--- src/rtl/cv32e40p_illegal_log_pkg.sv ---
// ----------------------------------------------------------------------------
// cv32e40p_illegal_log_pkg
// Shared types and helpers for the illegal-instruction recorder.
//   illegal_evt_t : one recorded event {timestamp, hart id, PC}, MSB first.
//   sat_inc       : saturating increment for counters up to SAT_W bits wide.
// ----------------------------------------------------------------------------
package cv32e40p_illegal_log_pkg;

  localparam int unsigned TS_W   = 16;
  localparam int unsigned HART_W = 4;
  localparam int unsigned PC_W   = 32;
  localparam int unsigned SAT_W  = 32;

  // Field order here is the packing order used for the FIFO payload.
  typedef struct packed {
    logic [TS_W-1:0]   ts;
    logic [HART_W-1:0] hart;
    logic [PC_W-1:0]   pc;
  } illegal_evt_t;

  // Increments v unless it already holds the all-ones value of a w-bit counter.
  // Callers zero-extend their counter into SAT_W bits and truncate the result.
  function automatic logic [SAT_W-1:0] sat_inc(input logic [SAT_W-1:0] v,
                                               input int unsigned       w);
    logic [SAT_W-1:0] max_v;
    max_v   = (w >= SAT_W) ? '1 : ((SAT_W'(1) << w) - SAT_W'(1));
    sat_inc = (v >= max_v) ? v : (v + SAT_W'(1));
  endfunction

endpackage

--- src/rtl/cv32e40p_illegal_log_fifo.sv ---
// ----------------------------------------------------------------------------
// cv32e40p_illegal_log_fifo
// Generic first-word-fall-through FIFO: the head entry is always visible on
// data_o; pop advances to the next entry.
// Ports:
//   clk_i, rst_i   clock, synchronous active-high reset
//   flush_i        synchronous flush (same effect as reset)
//   push_i/data_i  write request and payload
//   pop_i          read request (ignored when empty)
//   data_o         head entry (zero when storage has been reset/flushed)
//   full_o/empty_o occupancy flags
//   level_o        registered occupancy, 0..DEPTH
// A push while full is accepted only if a pop happens in the same cycle.
// ----------------------------------------------------------------------------
module cv32e40p_illegal_log_fifo #(
  parameter int unsigned DEPTH = 4,
  parameter int unsigned WIDTH = 8,
  localparam int unsigned AW   = $clog2(DEPTH),
  localparam int unsigned LW   = $clog2(DEPTH + 1)
) (
  input  logic             clk_i,
  input  logic             rst_i,
  input  logic             flush_i,
  input  logic             push_i,
  input  logic             pop_i,
  input  logic [WIDTH-1:0] data_i,
  output logic [WIDTH-1:0] data_o,
  output logic             full_o,
  output logic             empty_o,
  output logic [LW-1:0]    level_o
);

  logic [WIDTH-1:0] r_mem [DEPTH];
  logic [AW-1:0]    r_wptr;
  logic [AW-1:0]    r_rptr;
  logic [LW-1:0]    r_level;

  logic w_full;
  logic w_empty;
  logic w_push;
  logic w_pop;

  assign w_full  = (r_level == LW'(DEPTH));
  assign w_empty = (r_level == '0);
  assign w_pop   = pop_i && !w_empty;
  assign w_push  = push_i && (!w_full || w_pop);

  always_ff @(posedge clk_i) begin
    if (rst_i || flush_i) begin
      r_wptr  <= '0;
      r_rptr  <= '0;
      r_level <= '0;
      for (int i = 0; i < int'(DEPTH); i++) begin
        r_mem[i] <= '0;
      end
    end else begin
      if (w_push) begin
        r_mem[r_wptr] <= data_i;
        r_wptr        <= r_wptr + AW'(1);
      end
      if (w_pop) begin
        r_rptr <= r_rptr + AW'(1);
      end
      if (w_push && !w_pop) begin
        r_level <= r_level + LW'(1);
      end else if (!w_push && w_pop) begin
        r_level <= r_level - LW'(1);
      end
    end
  end

  assign data_o  = r_mem[r_rptr];
  assign full_o  = w_full;
  assign empty_o = w_empty;
  assign level_o = r_level;

endmodule

--- src/rtl/cv32e40p_illegal_insn_recorder.sv ---
// ----------------------------------------------------------------------------
// cv32e40p_illegal_insn_recorder
// Captures each illegal-instruction event from the core log into a small FWFT
// FIFO as {timestamp, hart id[3:0], PC}, drained through a valid/ready port.
// Debug/simulation state only; nothing feeds back into the pipeline.
// Ports:
//   clk_i, rst_i        clock, synchronous active-high reset
//   clear_i             flush FIFO, counters and overflow (timestamp keeps running)
//   evt_valid_i         one-cycle event flag; evt_pc_i / evt_hart_id_i qualify it
//   rd_valid_o/rd_ready_i  head-entry handshake
//   rd_pc_o/rd_hart_o/rd_time_o  head-entry fields
//   level_o             entries held, 0..DEPTH
//   overflow_o          sticky: an event was dropped
//   total_cnt_o         saturating count of events seen
//   drop_cnt_o          saturating count of events dropped
// Counters are limited to 32 bits by the shared saturating helper.
// ----------------------------------------------------------------------------
module cv32e40p_illegal_insn_recorder
  import cv32e40p_illegal_log_pkg::*;
#(
  parameter int unsigned DEPTH     = 4,
  parameter int unsigned TS_WIDTH  = 16,
  parameter int unsigned CNT_WIDTH = 8,
  localparam int unsigned LW       = $clog2(DEPTH + 1)
) (
  input  logic                 clk_i,
  input  logic                 rst_i,
  input  logic                 clear_i,
  input  logic                 evt_valid_i,
  input  logic [31:0]          evt_pc_i,
  input  logic [31:0]          evt_hart_id_i,
  output logic                 rd_valid_o,
  input  logic                 rd_ready_i,
  output logic [31:0]          rd_pc_o,
  output logic [3:0]           rd_hart_o,
  output logic [TS_WIDTH-1:0]  rd_time_o,
  output logic [LW-1:0]        level_o,
  output logic                 overflow_o,
  output logic [CNT_WIDTH-1:0] total_cnt_o,
  output logic [CNT_WIDTH-1:0] drop_cnt_o
);

  // Payload packed in the same field order as illegal_evt_t.
  localparam int unsigned EVT_W = TS_WIDTH + HART_W + PC_W;

  logic [TS_WIDTH-1:0]  r_ts;
  logic [CNT_WIDTH-1:0] r_total_cnt;
  logic [CNT_WIDTH-1:0] r_drop_cnt;
  logic                 r_overflow;

  logic                 w_evt;
  logic                 w_full;
  logic                 w_empty;
  logic                 w_pop;
  logic                 w_push;
  logic                 w_drop;
  logic [EVT_W-1:0]     w_wdata;
  logic [EVT_W-1:0]     w_rdata;
  logic                 w_unused_hart;

  assign w_unused_hart = ^evt_hart_id_i[31:HART_W];

  // Events in a clear cycle are neither stored nor counted.
  assign w_evt  = evt_valid_i && !clear_i;
  assign w_pop  = !w_empty && rd_ready_i && !clear_i;
  assign w_push = w_evt && (!w_full || w_pop);
  assign w_drop = w_evt && w_full && !w_pop;

  // Gate payload with the push so idle-cycle X never reaches storage.
  assign w_wdata = w_push ? {r_ts, evt_hart_id_i[HART_W-1:0], evt_pc_i} : '0;

  always_ff @(posedge clk_i) begin
    if (rst_i) begin
      r_ts <= '0;
    end else begin
      r_ts <= r_ts + TS_WIDTH'(1);
    end
  end

  always_ff @(posedge clk_i) begin
    if (rst_i || clear_i) begin
      r_total_cnt <= '0;
      r_drop_cnt  <= '0;
      r_overflow  <= 1'b0;
    end else begin
      if (w_evt) begin
        r_total_cnt <= CNT_WIDTH'(sat_inc(SAT_W'(r_total_cnt), CNT_WIDTH));
      end
      if (w_drop) begin
        r_drop_cnt <= CNT_WIDTH'(sat_inc(SAT_W'(r_drop_cnt), CNT_WIDTH));
        r_overflow <= 1'b1;
      end
    end
  end

  cv32e40p_illegal_log_fifo #(
    .DEPTH (DEPTH),
    .WIDTH (EVT_W)
  ) u_fifo (
    .clk_i   (clk_i),
    .rst_i   (rst_i),
    .flush_i (clear_i),
    .push_i  (w_push),
    .pop_i   (w_pop),
    .data_i  (w_wdata),
    .data_o  (w_rdata),
    .full_o  (w_full),
    .empty_o (w_empty),
    .level_o (level_o)
  );

  assign rd_valid_o  = !w_empty;
  assign rd_time_o   = w_rdata[EVT_W-1 -: TS_WIDTH];
  assign rd_hart_o   = w_rdata[PC_W +: HART_W];
  assign rd_pc_o     = w_rdata[PC_W-1:0];
  assign overflow_o  = r_overflow;
  assign total_cnt_o = r_total_cnt;
  assign drop_cnt_o  = r_drop_cnt;

endmodule

--- config.mk ---
export PLATFORM = sky130hd
export DESIGN_NAME = cv32e40p_illegal_insn_recorder
export DESIGN_NICKNAME = d
export VERILOG_FILES = /design/src/rtl/cv32e40p_illegal_log_pkg.sv /design/src/rtl/cv32e40p_illegal_log_fifo.sv /design/src/rtl/cv32e40p_illegal_insn_recorder.sv
export SDC_FILE = /design/constraint.sdc
export NUM_CORES = 1
export LEC_CHECK = 0
export CORE_UTILIZATION = 35
export DETAILED_ROUTE_END_ITERATION = 6
export PLACE_DENSITY = 0.6
export SLEW_MARGIN = 20
export SYNTH_ARGS = -nofsm -noshare
export SYNTH_HDL_FRONTEND = slang
export SYNTH_SLANG_ARGS = --single-unit
export TNS_END_PERCENT = 100
--- constraint.sdc ---
create_clock -name clk_i -period 7.6 [get_ports clk_i]
set_clock_uncertainty 0.05 [all_clocks]
set_input_delay 1.52 -clock clk_i [delete_from_list [all_inputs] [get_ports clk_i]]
set_output_delay 1.52 -clock clk_i [all_outputs]
set_load 0.005 [all_outputs]
==> results.sh, run 1 <==
export IMPL_status="completed"
export IMPL_hold_class="reg2reg"
export IMPL_endpoint_kind="flip-flop"
export IMPL_tns_ps=0
export IMPL_avgViaCountPerCell=4.91
export IMPL_worstMarginPinSlew_ps=955
export IMPL_ys_seq_area_share_pct=65.4
export IMPL_clockBufferDepth=3
export IMPL_relSlewSlack_pct=36.2
export IMPL_crit_path_max_fanout=52
export IMPL_crit_arrival_ps=5050
export IMPL_die_w_um=178
export IMPL_syn_inst=724
export IMPL_fmax_mhz=202
export IMPL_synth_ff_type="edfxtp_1"
export IMPL_startpoint_type="input port"
export IMPL_clkSinkCount=250
export IMPL_final_hold_viol_count=0
export IMPL_die_area_mm2=0.0317
export IMPL_final_max_slew_viol_count=0
export IMPL_antenna_found_initial=0
export IMPL_critPathKind="in2reg"
export IMPL_core_area_mm2=0.0305
export IMPL_drv_cap=0
export IMPL_ys_seq_elements=250
export IMPL_drt_iter0_drc=392
export IMPL_cts_htree_levels=1
export IMPL_powerDensity_mw_per_mm2=225
export IMPL_drc_errors=0
export IMPL_syn2layout_area_growth_pct=22.0
export IMPL_cts_root_buf="clkbuf_16"
export IMPL_synthArstFlopShare_pct=0
export IMPL_sw_frac_of_total_pct=20.9
export IMPL_p_switching_uw=623
export IMPL_io_pins=142
export IMPL_wl_mm=23.1
export IMPL_final_min_clock_period_ps=4940
export IMPL_n_fill_cell=2746
export IMPL_place_gp_congestion=0.733
export IMPL_hpwl_mm=12.3
export IMPL_p_leak_uw=0.00476
export IMPL_seqPwrFrac_pct=52.6
export IMPL_syn_num_nets=798
export IMPL_worstSkewPairLatency_ps=520
export IMPL_finalSetupViolations=0
export IMPL_drive_above_1_share_pct=13.5
export IMPL_finalCritPeriodShare_pct=65.0
export IMPL_grt_max_degree=53
export IMPL_cts_tree="built"
export IMPL_clkTransAtPathRegs_ps=60
export IMPL_synth_cell_types=46
export IMPL_peakVddDrop_uv=158
export IMPL_postRouteAntennaNets=0
export IMPL_grt_usage_pct=14.9
export IMPL_synth_edff_count=208
export IMPL_vias=6142
export IMPL_internal_power_uw=2350
export IMPL_diodes=0
export IMPL_pwr_share_clk_pct=41.5
export IMPL_grt_setup_unrepaired="false"
export IMPL_grt_pass1_wl_mm=36.0
export IMPL_pwr_share_comb_pct=5.9
export IMPL_setup_ws_ps=2660
export IMPL_io_buffers=113
export IMPL_crit_required_ps=7710
export IMPL_die_h_um=178
export IMPL_hold_buffers=0
export IMPL_nNetsFinal=910
export IMPL_firstDrtPassIters=4
export IMPL_yosys_warnings=0
export IMPL_cts_setup_buffers=0
export IMPL_pre_cts_ws_ps=2000
export IMPL_rows=64
export IMPL_syn_area_mm2=0.0108
export IMPL_grt_pass1_vias=6420
export IMPL_cts_resized=0
export IMPL_grt_overflow_total=0
export IMPL_initial_utilization_pct=35.5
export IMPL_routedWlPerCell_um=18.5
export IMPL_cts_made_buffers=27
export IMPL_syn_avg_cell_area_um2=15.0
==> critical path, cell delays in order <==
cell             delay, ps
clkdlybuf4s50_1        900
or3_1                  770
nor3_4                 170
buf_4                  500
nand2b_2               590
buf_4                  570
==> metrics by stage <==
stage | cells | utilization (%) | total power [uW] | area, um2 | hold slack [ps]
after floorplan | 724 | - | 1670 | 10800 | 409
after global placement | 1203 | 40.7 | 1770 | 12400 | 423
after detailed placement | 1203 | 40.7 | 1770 | 12400 | 435
after CTS | 1250 | 43.4 | 3010 | 13200 | 447
after global routing | 1250 | 43.4 | 3080 | 13200 | 484
final | 1250 | 43.4 | 2970 | 13200 | 449
==> layer usage <==
| metal | global-route usage, % | up-vias | routed length, um | share of wire (%) |
|---|---|---|---|---|
| met5 | 0 | - | 0 | 0 |
| met4 | 3.28 | 0 | 333 | 1.4 |
| met3 | 2.41 | 28 | 1040 | 4.5 |
| met2 | 25.5 | 130 | 11200 | 49 |
| met1 | 19.8 | 3110 | 10500 | 45 |
| li1 | - | 2874 | - | - |
==> power groups by stage <==
stage | clock (uW) | combinational (uW) | sequential (uW)
after floorplan | 0 | 81.8 | 1590
after global placement | 0 | 179 | 1590
after detailed placement | 0 | 181 | 1590
after CTS | 1260 | 181 | 1560
after global routing | 1320 | 193 | 1570
final | 1230 | 177 | 1560
==> state kept, by name, summed over array words and instances (netlist names), named ones only <==
| name | cells |
|---|---|
| drop_cnt_o | 8 |
| u_fifo.r_mem | 208 |
| total_cnt_o | 8 |
| overflow_o | 1 |
| u_fifo.level_o | 3 |
| u_fifo.r_wptr | 2 |
| r_ts | 16 |
| u_fifo.r_rptr | 2 |
==> cells in the mapped netlist, drive strengths merged, types with 7 or more instances <==
| master | n | area (um2) |
|---|---|---|
| nand3 | 12 | 60.1 |
| o21ai | 8 | 40.0 |
| or3 | 7 | 43.8 |
| xor2 | 14 | 123 |
| and2 | 205 | 1280 |
| dfxtp | 42 | 841 |
| nand2 | 18 | 67.6 |
| buf | 9 | 48.8 |
| mux4 | 52 | 1170 |
| a21oi | 9 | 45.0 |
| clkbuf | 32 | 139 |
| edfxtp | 208 | 6250 |
| nor2 | 34 | 143 |
==> path summary, 6_finish.rpt <==
path / from / endpoint / slack [ps] / cells after the start
hold / removal: drop_cnt_o[7]$_SDFFE_PP0P_ / drop_cnt_o[7]$_SDFFE_PP0P_ / 450 / 2
setup reg to reg: u_fifo.level_o[0]$_SDFFE_PP0P_ / u_fifo.r_mem[0][25]$_SDFFCE_PN0P_ / 4150 / 6
setup / recovery: rst_i / u_fifo.r_mem[0][25]$_SDFFCE_PN0P_ / 2660 / 6
hold reg to reg: drop_cnt_o[7]$_SDFFE_PP0P_ / drop_cnt_o[7]$_SDFFE_PP0P_ / 450 / 2
==> cell usage in the layout (no fill, tap or decap), types with 9 or more instances in the layout <==
master and count:
dfxtp_1 40, nand3_1 12, nor2_1 31, mux4_2 52, clkbuf_16 27, xor2_1 14
buf_4 11, edfxtp_1 208, and2_1 205, a21oi_1 9, nand2_1 18, clkdlybuf4s50_1 113
==> cells by family after synthesis <==
| logic type | after synthesis | synth area share [%] |
|---|---|---|
| flops | 250 | 65.4 |
| mux | 59 | 11.5 |
| compound gates | 31 | 1.82 |
| fa+ha+maj | 5 | 0.646 |
| xor+xnor | 18 | 1.45 |
| simple gates | 314 | 17.3 |
| buf+inv | 47 | 1.94 |
==> cell type report <==
cell class	count	area, um2	area share, %
clock buffer	33	698	5.28
clock inverter	14	118	0.889
inverter	6	22.5	0.170
multi-input combinational	427	3590	27.1
sequential	250	7090	53.6
tap	396	495	3.75
timing repair buffer	124	1210	9.18
(Power assumes the default switching activity.)
==> run 2: changes to the inputs <==
==> constraint.sdc (replaced) <==
create_clock -name clk_i -period 4.9 [get_ports clk_i]
set_clock_uncertainty 0.05 [all_clocks]
set_input_delay 0.98 -clock clk_i [delete_from_list [all_inputs] [get_ports clk_i]]
set_output_delay 0.98 -clock clk_i [all_outputs]
set_load 0.005 [all_outputs]
==> run 2 against run 1 <==
Sequential cell count unchanged. Power up 70%. Clock power up 90%. Worst setup slack worse by 1400 ps. Largest power group unchanged. Sequential share of layout area down 1.2 points.
==> results.sh, run 2 (synthesis gave the netlist of run 1 again) <==
export IMPL_largest_register_ffs=208
export IMPL_firstDrtPassIters=4
export IMPL_drc_errors=0
export IMPL_dpl_cell_count=1207
export IMPL_min_from="drop_cnt_o[7]$_SDFFE_PP0P_"
export IMPL_cts_resized=0
export IMPL_syn2layout_area_growth_pct=24.8
export IMPL_hpwl_mm=13.0
export IMPL_crit_required_ps=3870
export IMPL_crit_path_max_fanout=28
export IMPL_routedWlPerCell_um=18.5
export IMPL_cts_made_buffers=28
export IMPL_drv_cap=0
export IMPL_postRouteAntennaNets=0
export IMPL_status="completed"
export IMPL_crit_arrival_ps=2610
export IMPL_die_area_mm2=0.0317
export IMPL_cts_root_buf="clkbuf_16"
export IMPL_diodes=0
export IMPL_die_w_um=178
export IMPL_layout_cells_most_common_list="edfxtp_1, and2_1, clkdlybuf4s50_1, mux4_2, dfxtp_1"
export IMPL_die_h_um=178
export IMPL_grt_pass1_vias=6553
export IMPL_endpoint_kind="primary output"
export IMPL_relSlewSlack_pct=42.6
export IMPL_hold_buffers=0
export IMPL_largestRegisters="u_fifo.r_mem x208, r_ts x16"
export IMPL_vias=6139
export IMPL_worstSkewPairLatency_ps=520
export IMPL_grt_pass1_wl_mm=36.6
export IMPL_place_gp_congestion=0.774
export IMPL_p_leak_uw=0.00491
export IMPL_final_max_slew_viol_count=0
export IMPL_nNetsFinal=915
export IMPL_reg2reg_slack_ps=2310
export IMPL_drt_iter0_drc=352
export IMPL_worstReg2RegStart="u_fifo.level_o[0]$_SDFFE_PP0P_"
export IMPL_clkTransAtPathRegs_ps=60
export IMPL_startpoint_type="flip-flop"
export IMPL_peakVddDrop_uv=312
export IMPL_hold_depth=2
export IMPL_rows=64
export IMPL_final_hold_viol_count=0
export IMPL_n_fill_cell=2716
export IMPL_tns_ps=0
export IMPL_io_buffers=113
export IMPL_grt_overflow_total=0
export IMPL_clockBufferDepth=3
export IMPL_worst_r2r_endpoint="u_fifo.level_o[2]$_SDFFE_PP0P_"
export IMPL_finalSetupViolations=0
export IMPL_layout_cells_most_common="edfxtp_1"
export IMPL_clkSinkCount=250
export IMPL_drive_above_1_share_pct=14.9
export IMPL_critPathKind="reg2out"
export IMPL_min_delay_worst_endpoint="drop_cnt_o[7]$_SDFFE_PP0P_"
export IMPL_core_area_mm2=0.0305
export IMPL_cts_htree_levels=1
export IMPL_cts_tree="built"
export IMPL_hold_class="reg2reg"
export IMPL_fin_cells=1259
export IMPL_grt_max_degree=53
export IMPL_powerDensity_mw_per_mm2=373
export IMPL_io_pins=142
export IMPL_largest_register="u_fifo.r_mem"
export IMPL_antenna_found_initial=0
export IMPL_cts_setup_buffers=0
export IMPL_initial_utilization_pct=35.5
export IMPL_fmax_mhz=274
export IMPL_final_min_clock_period_ps=3640
export IMPL_rr_worst_depth=9
export IMPL_worstMarginPinSlew_ps=861
export IMPL_grt_usage_pct=15.2
export IMPL_avgViaCountPerCell=4.88
export IMPL_grt_setup_unrepaired="false"
export IMPL_wl_mm=23.3
export IMPL_finalCritPeriodShare_pct=74.4
run 2: power by group:
| group | internal, uW | switching, uW | total [uW] |
|---|---|---|---|
| registers | 2390 | 30.4 | 2420 |
| logic | 147 | 134 | 281 |
| clock network | 1500 | 836 | 2340 |
run 2: layout make-up:
type | count | area [um2] | area share [%]
Clock inverter | 19 | 300 | 2.22
Tap cell | 396 | 495 | 3.66
Inverter | 6 | 22.5 | 0.166
Sequential cell | 250 | 7090 | 52.4
Multi-Input combinational cell | 427 | 3590 | 26.5
Clock buffer | 33 | 741 | 5.47
Timing Repair Buffer | 128 | 1290 | 9.56
run 2: routing by layer:
layer	global-route usage [%]	routed length, um	up-vias
li1	-	-	2892
met1	20.2	10300	3073
met2	25.8	11500	142
met3	2.39	1050	32
met4	3.74	419	0
met5	0	0	-
run 2: critical path, cell delays in order, from the launching register on:
cell	delay, ps
dfxtp_2	890
buf_4	370
mux4_2	350
clkdlybuf4s50_1	480
run 2: how the worst max path moves through the flow:
stage,to,slack [ps]
finish,rd_time_o[14],1260
floorplan,u_fifo.r_mem[1][0]$_SDFFCE_PN0P_,-750
global placement,u_fifo.level_o[2]$_SDFFE_PP0P_,1260
detailed placement,u_fifo.r_mem[1][11]$_SDFFCE_PN0P_,1230
CTS,rd_time_o[14],1180
global route,rd_pc_o[4],1130
run 2: metrics by stage:
stage / instance area [um2] / total power [uW] / util (%) / hold slack, ps / setup WS [ps]
2_1_floorplan: 10800 / 2590 / - / 409 / -745
3_3_place_gp: 12500 / 2750 / 40.9 / 433 / 1260
3_5_place_dp: 12500 / 2760 / 40.9 / 439 / 1230
4_1_cts: 13500 / 5100 / 44.4 / 452 / 1180
5_1_grt: 13500 / 5220 / 44.4 / 470 / 1130
6_report: 13500 / 5040 / 44.4 / 450 / 1260
==> patch (config.mk and constraints of run 1) <==
Set the parameter `CNT_WIDTH` to 6 (it was 8).
--- a/src/rtl/cv32e40p_illegal_insn_recorder.sv
+++ b/src/rtl/cv32e40p_illegal_insn_recorder.sv
@@ -21,5 +21,5 @@
   parameter int unsigned DEPTH     = 4,
   parameter int unsigned TS_WIDTH  = 16,
-  parameter int unsigned CNT_WIDTH = 8,
+  parameter int unsigned CNT_WIDTH = 6,
   localparam int unsigned LW       = $clog2(DEPTH + 1)
 ) (
Interface: changed (resized drop_cnt_o and total_cnt_o); port bits go from 142 to 138. The function was not compared with the original's and may differ.
==> patch against run 1 <==
  * Wire length fell by 0.31%
  * Design area fell by 2.6%
  * Power fell by 1.0%
  * Via count rose by 2.6%
  * Sequential share of layout area rose by 0.79 points
  * Setup slack improved by 420 ps
  * Area after synthesis fell by 1.2%
  * Sequential cell count fell by 4
  * Critical endpoint is now u_fifo.r_mem[1][37]
  * Highest routed layer unchanged
==> patch: results (changes against run 1) <==
CP max stage cell nand2_2; aggregate global-route resource usage 0.1528 (+0.004016); Worst Setup SP clear_i; outcome completed; vias in the first global route 6732 (+4.9%); min-delay src u_fifo.r_rptr[1]; reg2reg start u_fifo.level_o[0]; Critical Path Sink u_fifo.r_mem[1][37]; largest stage delay on the critical path 870 ps (-30 ps); Final Wtd Congestion 0.7025 (-4.1%); worst r2r path cells 5 (-1); final setup margin 3079 ps (+420.5 ps); reg2reg setup slack 4180 ps (+30 ps); Mapped Nets 839 (+5.1%); Synth top cells by count edfxtp_1 (208), nor2_1 (198), nand2b_1 (54), mux4_2 (52), dfxtp_1 (38); 1st-iter DRT viols 405 (+3.3%); initial antenna violation count 0 (unchanged); drt pass-1 iters 4 (unchanged); root buf cell clkbuf_16; first-pass GRT wire length 36690 µm (+2.0%); Avg Inst Size Synth 14.01 µm² (-6.5%); layout cells sized above 1 0.1561 (+0.02145); critical-path maximum fanout 53 (+1.9%); Post-DP Area 12080 µm² (-2.7%); PortBufs 109 (-3.5%); critical path's top delay family simple AND/OR/NAND/NOR gates; routed len/inst 18.11 µm (-2.2%); Clock Pin Slew Worst Setup and Hold Paths about 50 ps; YS warnings 0 (unchanged); Setup Buffers After CTS 0 (unchanged); CTS buffer count 27 (unchanged); dpl ws 2496 ps (+492.6 ps); htree depth 1 (unchanged); Vias per Instance 4.946 (+0.66%); LEAKAGE 0.004403 µW (-7.6%); largest net degree at the start of global routing 55 (+3.8%); post_cts resized 0 (unchanged); Routed WL 23070 µm (-0.31%); CTS Buffer Depth 3 (unchanged); Final setup violation count 0 (unchanged); CP arrival 4670 ps (-380 ps); antenna fix cells 0 (unchanged); min-delay worst type reg2reg; sequential share of the synthesized area 0.6539 (about the same); DP Wirelength 12870 µm (+4.6%); placed cell count 1228 (+2.1%); Final nets 941 (+3.4%); Synth area leaders edfxtp_1 (58%), mux4_2 (11%), dfxtp_1 (7.1%); worst rel slew slack 0.3137 (-0.04788); number of flops mapped to enable cells by yosys 208 (unchanged); worst vdd ir 189.9 µV (+20%); biggest regs u_fifo.r_mem (208), r_ts (16)
## patch: cell types whose count changed after synthesis, sizes merged, moves of 10 or more
cell | run 1 | this run
nand2b | 5 | 55
nor2 | 34 | 216
and2 | 205 | 0
xor2 | 14 | 4
clkbuf | 32 | 19
buf | 9 | 29
## patch: worst min path at each step
stage / end / slack (ps) / cells past startpoint
5_1_grt: drop_cnt_o[0] / 470 / 2
3_3_place_gp: flop / 410 / 2
3_5_place_dp: flop / 420 / 2
4_1_cts: flop / 430 / 2
6_report: flop / 430 / 2
2_1_floorplan: r_ts[0] / 400 / 1
## patch: cell families (layout without fill, tap and decap cells)
| group | count (synthesis) | count (layout) | synth area share |
|---|---|---|---|
| flip-flops | 246 | 246 | 0.6539 |
| AO/OA/AOI/OAI | 41 | 41 | 0.02406 |
| AND/OR/NAND/NOR | 346 | 346 | 0.1578 |
| buffers and inverters | 59 | 178 | 0.03410 |
| multiplexers | 63 | 63 | 0.1196 |
| XOR/XNOR | 5 | 5 | 0.004087 |
| adder cells (fa/ha/maj) | 5 | 5 | 0.006539 |
## patch: layer usage
metal	vias to the layer above	routed length, µm	track usage
li1	2995	-	-
met1	3139	9486	0.1853
met2	130	12080	0.2785
met3	37	1133	0.02878
met4	0	369	0.03520
met5	-	0	0
## patch: final cells by class
type	count	area, µm²
fillers	2733	16990
flip-flops and latches	246	7012
multi-input cells	460	3364
repair buffers	121	1176
clock buffers	38	737.0
well taps	390	488.0
clock inverters	8	70.07
inverters	11	41.29
## patch: where the power goes
group,internal (µW),switching (µW),leakage (µW)
registers,1520,19.2,0.00263
clock network,704,500,0.000385
logic,95.7,103,0.00138
## patch: worst register-to-register path: stages, from the launching register on
cell     delay, ps
dfxtp_1        400
nor4b_4        520
or4_2          200
buf_4          630
nand2_2        810
buf_4          530
